`src/rtl/risc16_pkg.sv`:
```
// Shared types and constants for the 16-bit RISC core pipeline.
// Latency: n/a (types, constants and pure helper functions only).
// Backpressure: n/a.
package risc16_pkg;

    // Datapath and register-file address widths
    localparam int DATA_W = 16;
    localparam int REG_AW = 3;

    // Memory / writeback control bits carried alongside each instruction
    typedef struct packed {
        logic mem_read;
        logic mem_write;
        logic reg_write;
    } ex_ctrl_t;

    localparam int CTRL_W = $bits(ex_ctrl_t);

    // Conditional branch flavour presented by EX
    typedef enum logic [1:0] {
        BR_NONE = 2'd0,
        BR_EQ   = 2'd1,
        BR_NE   = 2'd2
    } br_kind_t;

    // Occupancy of the two-entry elastic buffer
    typedef enum logic [1:0] {
        BUF_EMPTY = 2'd0,
        BUF_ONE   = 2'd1,
        BUF_FULL  = 2'd2
    } buf_state_t;

    // BEQ wins when both branch bits are set, so an illegal encoding still
    // behaves deterministically.
    function automatic br_kind_t br_decode(input logic beq, input logic bne);
        br_kind_t kind;
        if (beq) begin
            kind = BR_EQ;
        end else if (bne) begin
            kind = BR_NE;
        end else begin
            kind = BR_NONE;
        end
        return kind;
    endfunction

    // Branch outcome from the ALU zero flag
    function automatic logic br_resolve(input br_kind_t kind, input logic zero);
        logic taken;
        case (kind)
            BR_EQ:   taken = zero;
            BR_NE:   taken = ~zero;
            default: taken = 1'b0;
        endcase
        return taken;
    endfunction

endpackage

```
`src/rtl/fifo2.sv`:
```
// Two-entry register FIFO with push/pop/flush, occupancy count and head view.
// Latency: a push at cycle N is visible at o_head_dat at N+1 when the FIFO was empty.
// Backpressure: pushes when full and pops when empty are ignored; flush overrides both.
module fifo2 #(
    parameter int WIDTH = 8
) (
    input  logic             clk,
    input  logic             rst_n,
    input  logic             i_flush,
    input  logic             i_push,
    input  logic [WIDTH-1:0] i_push_dat,
    input  logic             i_pop,
    output logic [1:0]       o_count,
    output logic [1:0]       o_count_nxt,
    output logic [WIDTH-1:0] o_head_dat
);

    logic [WIDTH-1:0] r_mem [2];
    logic             r_wr_ptr;
    logic             r_rd_ptr;
    logic [1:0]       r_count;

    logic             w_push;
    logic             w_pop;

    // Guard against overflow/underflow so the caller cannot corrupt the count
    assign w_push = i_push & ~i_flush & (r_count != 2'd2);
    assign w_pop  = i_pop  & ~i_flush & (r_count != 2'd0);

    // Next occupancy; also consumed by the owner to register its ready signal
    always_comb begin
        o_count_nxt = r_count;
        if (i_flush) begin
            o_count_nxt = 2'd0;
        end else begin
            o_count_nxt = r_count + {1'b0, w_push} - {1'b0, w_pop};
        end
    end

    // Storage, pointers and count; pointers are 1 bit and wrap naturally 1->0
    always_ff @(posedge clk or negedge rst_n) begin
        if (!rst_n) begin
            r_mem[0] <= '0;
            r_mem[1] <= '0;
            r_wr_ptr <= 1'b0;
            r_rd_ptr <= 1'b0;
            r_count  <= 2'd0;
        end else begin
            r_count <= o_count_nxt;
            if (i_flush) begin
                r_wr_ptr <= 1'b0;
                r_rd_ptr <= 1'b0;
            end else begin
                if (w_push) begin
                    r_mem[r_wr_ptr] <= i_push_dat;
                    r_wr_ptr        <= ~r_wr_ptr;
                end
                if (w_pop) begin
                    r_rd_ptr <= ~r_rd_ptr;
                end
            end
        end
    end

    assign o_count    = r_count;
    assign o_head_dat = r_mem[r_rd_ptr];

endmodule

```
`src/rtl/ex_mem_stage.sv`:
```
// EX->MEM stage: 2-entry elastic buffer, BEQ/BNE resolve with PC redirect, forwarding tap.
// Latency: accept at cycle N shows on out_* and branch_taken at N+1; no comb in->out path.
// Backpressure: in_ready is registered and low only while both entries are occupied.
module ex_mem_stage
    import risc16_pkg::*;
(
    input  logic              clk,
    input  logic              rst_n,
    input  logic              flush,
    input  logic              in_valid,
    output logic              in_ready,
    input  logic [DATA_W-1:0] in_alu_result,
    input  logic              in_zero,
    input  logic [DATA_W-1:0] in_store_data,
    input  logic [REG_AW-1:0] in_rd,
    input  logic              in_mem_read,
    input  logic              in_mem_write,
    input  logic              in_reg_write,
    input  logic              in_beq,
    input  logic              in_bne,
    input  logic [DATA_W-1:0] in_br_target,
    output logic              out_valid,
    input  logic              out_ready,
    output logic [DATA_W-1:0] out_alu_result,
    output logic [DATA_W-1:0] out_store_data,
    output logic [REG_AW-1:0] out_rd,
    output logic              out_mem_read,
    output logic              out_mem_write,
    output logic              out_reg_write,
    output logic              fwd_valid,
    output logic [REG_AW-1:0] fwd_rd,
    output logic [DATA_W-1:0] fwd_data,
    output logic              branch_taken,
    output logic [DATA_W-1:0] branch_target
);

    localparam int ENTRY_W = 2 * DATA_W + REG_AW + CTRL_W;

    ex_ctrl_t           w_in_ctrl;
    ex_ctrl_t           w_head_ctrl;
    logic [ENTRY_W-1:0] w_push_dat;
    logic [ENTRY_W-1:0] w_head_dat;
    logic [1:0]         w_count;
    logic [1:0]         w_count_nxt;
    br_kind_t           w_br_kind;
    logic               w_accept;
    logic               w_enqueue;
    logic               w_pop;
    logic               w_taken;

    logic               r_in_ready;
    logic               r_branch_taken;
    logic [DATA_W-1:0]  r_branch_target;

    assign w_in_ctrl = '{mem_read:  in_mem_read,
                         mem_write: in_mem_write,
                         reg_write: in_reg_write};

    // Handshakes. Instructions with no memory or writeback effect (branches,
    // nops) complete here and never occupy a buffer slot.
    assign w_accept  = in_valid & r_in_ready;
    assign w_enqueue = w_accept & (|w_in_ctrl);
    assign w_pop     = out_valid & out_ready;

    // A flushed cycle must not redirect, even if the branch was accepted
    assign w_br_kind = br_decode(in_beq, in_bne);
    assign w_taken   = w_accept & ~flush & br_resolve(w_br_kind, in_zero);

    assign w_push_dat = {in_alu_result, in_store_data, in_rd, w_in_ctrl};

    fifo2 #(
        .WIDTH (ENTRY_W)
    ) u_fifo (
        .clk         (clk),
        .rst_n       (rst_n),
        .i_flush     (flush),
        .i_push      (w_enqueue),
        .i_push_dat  (w_push_dat),
        .i_pop       (w_pop),
        .o_count     (w_count),
        .o_count_nxt (w_count_nxt),
        .o_head_dat  (w_head_dat)
    );

    // Ready registered from next occupancy so EX never sees a comb path from out_ready
    always_ff @(posedge clk or negedge rst_n) begin
        if (!rst_n) begin
            r_in_ready <= 1'b1;
        end else begin
            r_in_ready <= (w_count_nxt != BUF_FULL);
        end
    end

    // One-cycle redirect pulse; target holds its last value between pulses
    always_ff @(posedge clk or negedge rst_n) begin
        if (!rst_n) begin
            r_branch_taken  <= 1'b0;
            r_branch_target <= '0;
        end else begin
            r_branch_taken <= w_taken;
            if (w_taken) begin
                r_branch_target <= in_br_target;
            end
        end
    end

    assign in_ready  = r_in_ready;
    assign out_valid = (w_count != BUF_EMPTY);

    assign {out_alu_result, out_store_data, out_rd, w_head_ctrl} = w_head_dat;
    assign out_mem_read  = w_head_ctrl.mem_read;
    assign out_mem_write = w_head_ctrl.mem_write;
    assign out_reg_write = w_head_ctrl.reg_write;

    // Loads are excluded: their result is an address, not the writeback value
    assign fwd_valid = out_valid & out_reg_write & ~out_mem_read;
    assign fwd_rd    = out_rd;
    assign fwd_data  = out_alu_result;

    assign branch_taken  = r_branch_taken;
    assign branch_target = r_branch_target;

endmodule
```
`config.mk`:
```
export PLATFORM = sky130hd
export DESIGN_NAME = ex_mem_stage
export DESIGN_NICKNAME = d
export VERILOG_FILES = /design/src/rtl/risc16_pkg.sv /design/src/rtl/fifo2.sv /design/src/rtl/ex_mem_stage.sv
export SDC_FILE = /design/constraint.sdc
export NUM_CORES = 1
export LEC_CHECK = 0
export BUFFER_PORTS_ARGS = -buffer_cell sky130_fd_sc_hd__buf_2
export CORE_MARGIN = 2
export CORE_UTILIZATION = 45
export CTS_CLUSTER_DIAMETER = 80
export DETAILED_ROUTE_END_ITERATION = 12
export HOLD_SLACK_MARGIN = 0.05
export PLACE_DENSITY = 0.83
export SYNTH_ARGS = -nofsm -noshare
export SYNTH_HDL_FRONTEND = slang
export SYNTH_HIERARCHICAL = 1
export SYNTH_SLANG_ARGS = --single-unit
```
`constraint.sdc`:
```
create_clock -name clk -period 2.44 [get_ports clk]
set_input_delay 0.244 -clock clk [delete_from_list [all_inputs] [get_ports clk]]
set_output_delay 0.244 -clock clk [all_outputs]
set_load 0.05 [all_outputs]
```
== Yosys cells after proc, flatten, opt, wreduce, memory -nomap -nowiden ==
Cells that the tools add are included.

* Register bits: 98
* Bits of input ports: 62
* Word-level logic and storage cells: 55

* Add/subtract/negate cells: 2
* Order comparisons: 3
* Equality and inequality tests: 4
* Multiplexer cells: 14
* Bitwise operators: 18
* Reduce and logical (&&, ||, !) cells: 6

{| class="wikitable"
|+ Operators with widths
! cell !! number
|-
| two-way mux 38 bit || 4
|-
| bitwise mux 76 bit || 1
|-
| demux 38 bit (select 1 bit) || 1
|-
| AND 1 bit || 11
|-
| two-way mux 2 bit || 3
|-
| nonzero test 2 bit || 3
|-
| inverter 1 bit || 5
|-
| >= comparator 2 bit (second input constant) || 2
|-
| two-way mux 1 bit || 4
|-
| inequality test 2 bit (second input constant) || 2
|-
| inverter 1 -> 2 bit || 2
|-
| OR reduction 3 bit || 1
|-
| adder 2 x 1 -> 2 bit || 1
|-
| == test 2 x 1 -> 1 bit (second input constant) || 1
|-
| == test 2 bit (second input constant) || 1
|-
| less-than comparator 2 x 1 -> 1 bit (second input constant) || 1
|-
| one-hot mux 1 bit (2 select lines) || 1
|-
| AND reduction 2 bit || 1
|-
| subtractor 2 x 1 -> 2 bit || 1
|-
| logical AND 1 bit || 1
|}

== Depth between registers and ports, before layout ==
* Word-level depth: 8
* Mapped depth: 10
* Mapped depth without buffers: 10

== By module ==
Netlist, hierarchy kept.

{| class="wikitable"
|+ By module, submodules not included
! module !! instances !! cells an instance !! area an instance (um^2)
|-
| fifo2 || 1 || 223 || 3535.9
|-
| ex_mem_stage || 1 || 64 || 858.3
|}

== Worst setup path before layout ==
Ideal clock, no wire load.

* Path type: flip-flop to flip-flop
* From: reg u_fifo.r_count[1], in the netlist u_fifo/o_count[1]
* To: reg r_in_ready, in the netlist in_ready
* Arrival time: 1.989 ns
* Setup slack: 0.372 ns
* Cell stages (with the launch flop): 10
* Path through: dfrtp_1 > or2_2 > and2_1 > o21ai_0 > nor2_1 > ha_1 > inv_1 > ha_1 > nor2b_1 > nand2b_1

* Word-level cells in the longest chain between the ends: 7
* Elaborated cells on any way between the ends: 10

{| class="wikitable"
|+ RTL lines
! item !! line !! source
|-
| from (decl) || fifo2.sv:21 || <nowiki>logic [1:0] r_count;</nowiki>
|-
| from (signal assigned) || fifo2.sv:49 || <nowiki>r_count <= o_count_nxt;</nowiki>
|-
| nonzero test 2 bit || ex_mem_stage.sv:108 || <nowiki>assign out_valid = (w_count != BUF_EMPTY);</nowiki>
|-
| net out_valid || ex_mem_stage.sv:22 || <nowiki>output logic out_valid,</nowiki>
|-
| AND 1 bit || ex_mem_stage.sv:63 || <nowiki>assign w_pop = out_valid & out_ready;</nowiki>
|-
| net w_pop || ex_mem_stage.sv:48 || <nowiki>logic w_pop;</nowiki>
|-
| AND 1 bit (2 in series) || fifo2.sv:28 || <nowiki>assign w_pop = i_pop & ~i_flush & (r_count != 2'd0);</nowiki>
|-
| subtractor 2 x 1 -> 2 bit || fifo2.sv:36 || <nowiki>o_count_nxt = r_count + {1'b0, w_push} - {1'b0, w_pop};</nowiki>
|-
| two-way mux 2 bit || fifo2.sv:33 || <nowiki>if (i_flush) begin</nowiki>
|-
| net w_count_nxt[0] || ex_mem_stage.sv:44 || <nowiki>logic [1:0] w_count_nxt;</nowiki>
|-
| inequality test 2 bit || ex_mem_stage.sv:90 || <nowiki>r_in_ready <= (w_count_nxt != BUF_FULL);</nowiki>
|-
| to (signal assigned) || ex_mem_stage.sv:90 ||
|-
| to (decl) || ex_mem_stage.sv:51 || <nowiki>logic r_in_ready;</nowiki>
|}

The timed path passes the listed nets, and every way through them passes these cells.
A chain may end at the register's enable or synchronous reset.

== Worst setup path in the final report ==
* From: reg u_fifo.r_rd_ptr
* To: out out_alu_result[10]

* Word-level cells in the longest chain between the ends: 4

{| class="wikitable"
|+ RTL lines
! item !! line !! source
|-
| from (decl) || fifo2.sv:20 || <nowiki>logic r_rd_ptr;</nowiki>
|-
| from (signal assigned) || fifo2.sv:59 || <nowiki>r_rd_ptr <= ~r_rd_ptr;</nowiki>
|-
| inverter 1 -> 2 bit (not written as such) || fifo2.sv:66 || <nowiki>assign o_head_dat = r_mem[r_rd_ptr];</nowiki>
|-
| two-way mux 38 bit (not written as such) (3 in series) || fifo2.sv:66 ||
|-
| to (decl) || ex_mem_stage.sv:24 || <nowiki>output logic [DATA_W-1:0] out_alu_result,</nowiki>
|}

Every way passes these cells. The select of a mux whose other input is x is not followed.

==> flow_summary.ini <==
[worst_setup_path]
required_ns = 2.20
cp.arrival_ns = 1.82
critical_path_class = flip-flop to output port
cp_max_fo = 15
cp-end-kind = output port
cp-start-kind = flip-flop

[cts]
cts_setup_buffers = 0
clk_path_buf_depth = 2
cts_buffers = 9
clkTransAtPathRegs_ns = 0.09
htreeDepth = 3
post_cts_resized = 0
cts_sinks = 98
hold_buffers = 1
clock_latency_ns = 0.36
cts-root-buf = clkbuf_8
cts_tree = done

[sta]
fin_crit_sh_pct = 84.7
slew_viol_final = 0
tightest_slew_ns = 0.496
clock_skew_ns = 0.00910
fmax_mhz = 484
min_period_ns = 2.07
setup_viol = 0
slew-limit-headroom_pct = 66.9
hold_violations = 0
rsz0062_at_grt = false
tns_ns = 0

[floorplanning]
initial_core_util_pct = 45.6
die_x_microns = 103
dieArea_sq_um = 10600
core_area_sq_um = 9640
die_y_microns = 103
pin_count = 139
num_rows = 36

[synthesis]
yosysTopAreaCell = dfrtp_1
yosysWarnings = 6
syn_inst = 287
synth-seq-area-share_pct = 55.8
synth_nets = 351
synthesis.area_sq_um = 4390
ys_ff_latch = 98
yosysTopAreaCellShare_pct = 55.2
syn_area_per_cell_sq_um = 15.3
synthDistinctLibCells = 28
synth_area_leaders = dfrtp_1 (55%), mux2_2 (30%), buf_4 (3.4%)

[route]
highest_layer = met4
via_per_inst = 4.87
postRouteAntennaNets = 0
drc = 0
met1_length_microns = 3510
wl_per_cell_microns = 15.1
wl_met2_microns = 4270
drt_iter0_drc = 72
wl_met3_microns = 390
vias = 2690
wl_microns = 8340
drtPass1Iterations = 3

[pwr]
p_int_mw = 3.71
p_sw_share_pct = 41.1
vdd_drop_max_mv = 0.556
clkPwrFrac_pct = 19.6
p_switching_mw = 2.59
sequentialPowerShare_pct = 38.0
power_density_nw_per_um2 = 1180
combPwrFrac_pct = 42.4
leakage_nw = 2.54

[finish]
area.growth.synth_to_final_pct = 21.6
fillers = 836
diodes = 0
final_nets = 478
drive_above_1_share_pct = 70.6
final_core_util_pct = 55.5

[placed_design]
io_buffers = 138
hpwl_microns = 5930
gp_congestion = 0.706

[global_route]
grt_pass1_vias = 2856
grt_max_degree = 47
overflow = 0
antenna_found_initial = 0
grtUsageTotal_pct = 16.5
grt_pass1_wl_microns = 13300

[run]
cap_violations = 0

[status]
outcome = finished, final reports clean

[hold_path]
hold_class = primary input to flip-flop
==> cells in the mapped netlist <==
cell type / number
a211oi_4: 1
a21o_1: 1
and2_1: 1
and3b_1: 1
and4bb_4: 1
buf_2: 6
buf_4: 20
buf_6: 5
clkbuf_1: 1
dfrtp_1: 97
dfstp_2: 1
ha_1: 2
inv_1: 1
mux2_1: 2
mux2_2: 119
mux2_4: 9
nand2_1: 2
nand2b_1: 2
nand3b_1: 1
nand4b_1: 1
nor2_1: 4
nor2b_1: 2
nor3_1: 1
o21ai_0: 1
or2_2: 1
or3b_1: 1
xnor2_1: 1
xor2_1: 2
==> power groups by stage <==
| stage | Combinational (mW) | Clock, mW | Sequential [mW] |
|---|---|---|---|
| 5_1_grt | 2.82 | 1.36 | 2.47 |
| 4_1_cts | 2.70 | 1.28 | 2.40 |
| 3_5_place_dp | 2.69 | 0 | 2.43 |
| 6_report | 2.67 | 1.23 | 2.39 |
| 2_1_floorplan | 2.06 | 0 | 2.59 |
| 3_3_place_gp | 2.64 | 0 | 2.38 |
==> cells by family (layout without fill, tap and decap cells) <==
| logic type | after synthesis | in the layout | synth area share [%] |
|---|---|---|---|
| AOI/OAI and AO/OA | 3 | 3 | 0.740 |
| DFF | 98 | 98 | 55.8 |
| buffers and inverters | 33 | 165 | 5.55 |
| muxes | 130 | 130 | 34.1 |
| adders and majority gates | 2 | 2 | 0.569 |
| and+or+nand+nor | 18 | 18 | 2.62 |
| xor gates and xnor gates | 3 | 3 | 0.598 |
==> area by class of cell <==
cell class | instances | area (sq um) | share of cell area, %
Timing Repair Buffer | 148 | 783 | 14.7
Tap cell | 133 | 166 | 3.11
Inverter | 1 | 3.75 | 0.0702
Multi-Input combinational cell | 156 | 1700 | 31.7
Clock buffer | 9 | 124 | 2.32
Sequential cell | 98 | 2450 | 45.9
Clock inverter | 7 | 116 | 2.18
==> per-stage QoR <==
stage                     power [mW]  setup WS, ns  cell area, sq um  hold WS [ns]  instances
after detailed placement        5.12         0.434              5090         0.104        535
after floorplan                 4.66         0.372              4390       -0.0516        287
after global placement          5.02         0.503              5090         0.103        535
after CTS                       6.38         0.321              5350        0.0849        552
final                           6.30         0.374              5350         0.111        552
after global routing            6.64         0.266              5350        0.0922        552
==> path summary, 6_finish.rpt <==
check / depth (start not counted) / endpoint / start / slack (ns)
max: 3 / out_alu_result[10] / u_fifo/r_rd_ptr$_DFFE_PN0P_ / 0.37
min: 2 / u_fifo/r_mem[18]$_DFFE_PN0P_ / in_store_data[12] / 0.11
max reg2reg: 9 / in_ready$_DFF_PN1_ / u_fifo/o_count[1]$_DFF_PN0_ / 0.41
min reg2reg: 1 / u_fifo/r_mem[18]$_DFFE_PN0P_ / u_fifo/r_mem[18]$_DFFE_PN0P_ / 0.50
max in group asynchronous: 3 / u_fifo/r_mem[74]$_DFFE_PN0P_ / rst_n / 1.42
min in group asynchronous: 2 / branch_target[6]$_DFFE_PN0P_ / rst_n / 0.29
==> state kept, by name (all words and copies together), names as in the netlist <==
register         cells
u_fifo/r_rd_ptr      1
branch_taken         1
u_fifo/r_wr_ptr      1
in_ready             1
u_fifo/o_count       2
branch_target       16
u_fifo/r_mem        76
==> critical path: stages, from the launching register on <==
cell and delay, ns:
dfrtp_2 0.56, buf_4 0.31, mux2_2 0.38, buf_2 0.21
==> routing by layer <==
layer  track usage, %  vias up
met5                0        -
met1             19.6     1347
met2             28.4       81
met3             3.59       15
met4             8.20        0
li1                 -     1247
==> placed cells by master, fill, tap and decap left out, types with 2 or more instances in the layout <==
cell / synthesis / final
buf_4: 20 / 9
dfrtp_1: 97 / 96
nor2b_1: 2 / 2
mux2_4: 9 / 9
nor2_1: 4 / 4
clkinv_2: 0 / 2
ha_1: 2 / 2
nand2b_1: 2 / 2
nand2_1: 2 / 2
buf_2: 6 / 137
clkbuf_8: 0 / 9
mux2_2: 119 / 119
mux2_1: 2 / 2
bufinv_16: 0 / 3
xor2_1: 2 / 2
No activity file was read; power rests on OpenSTA's default activity.
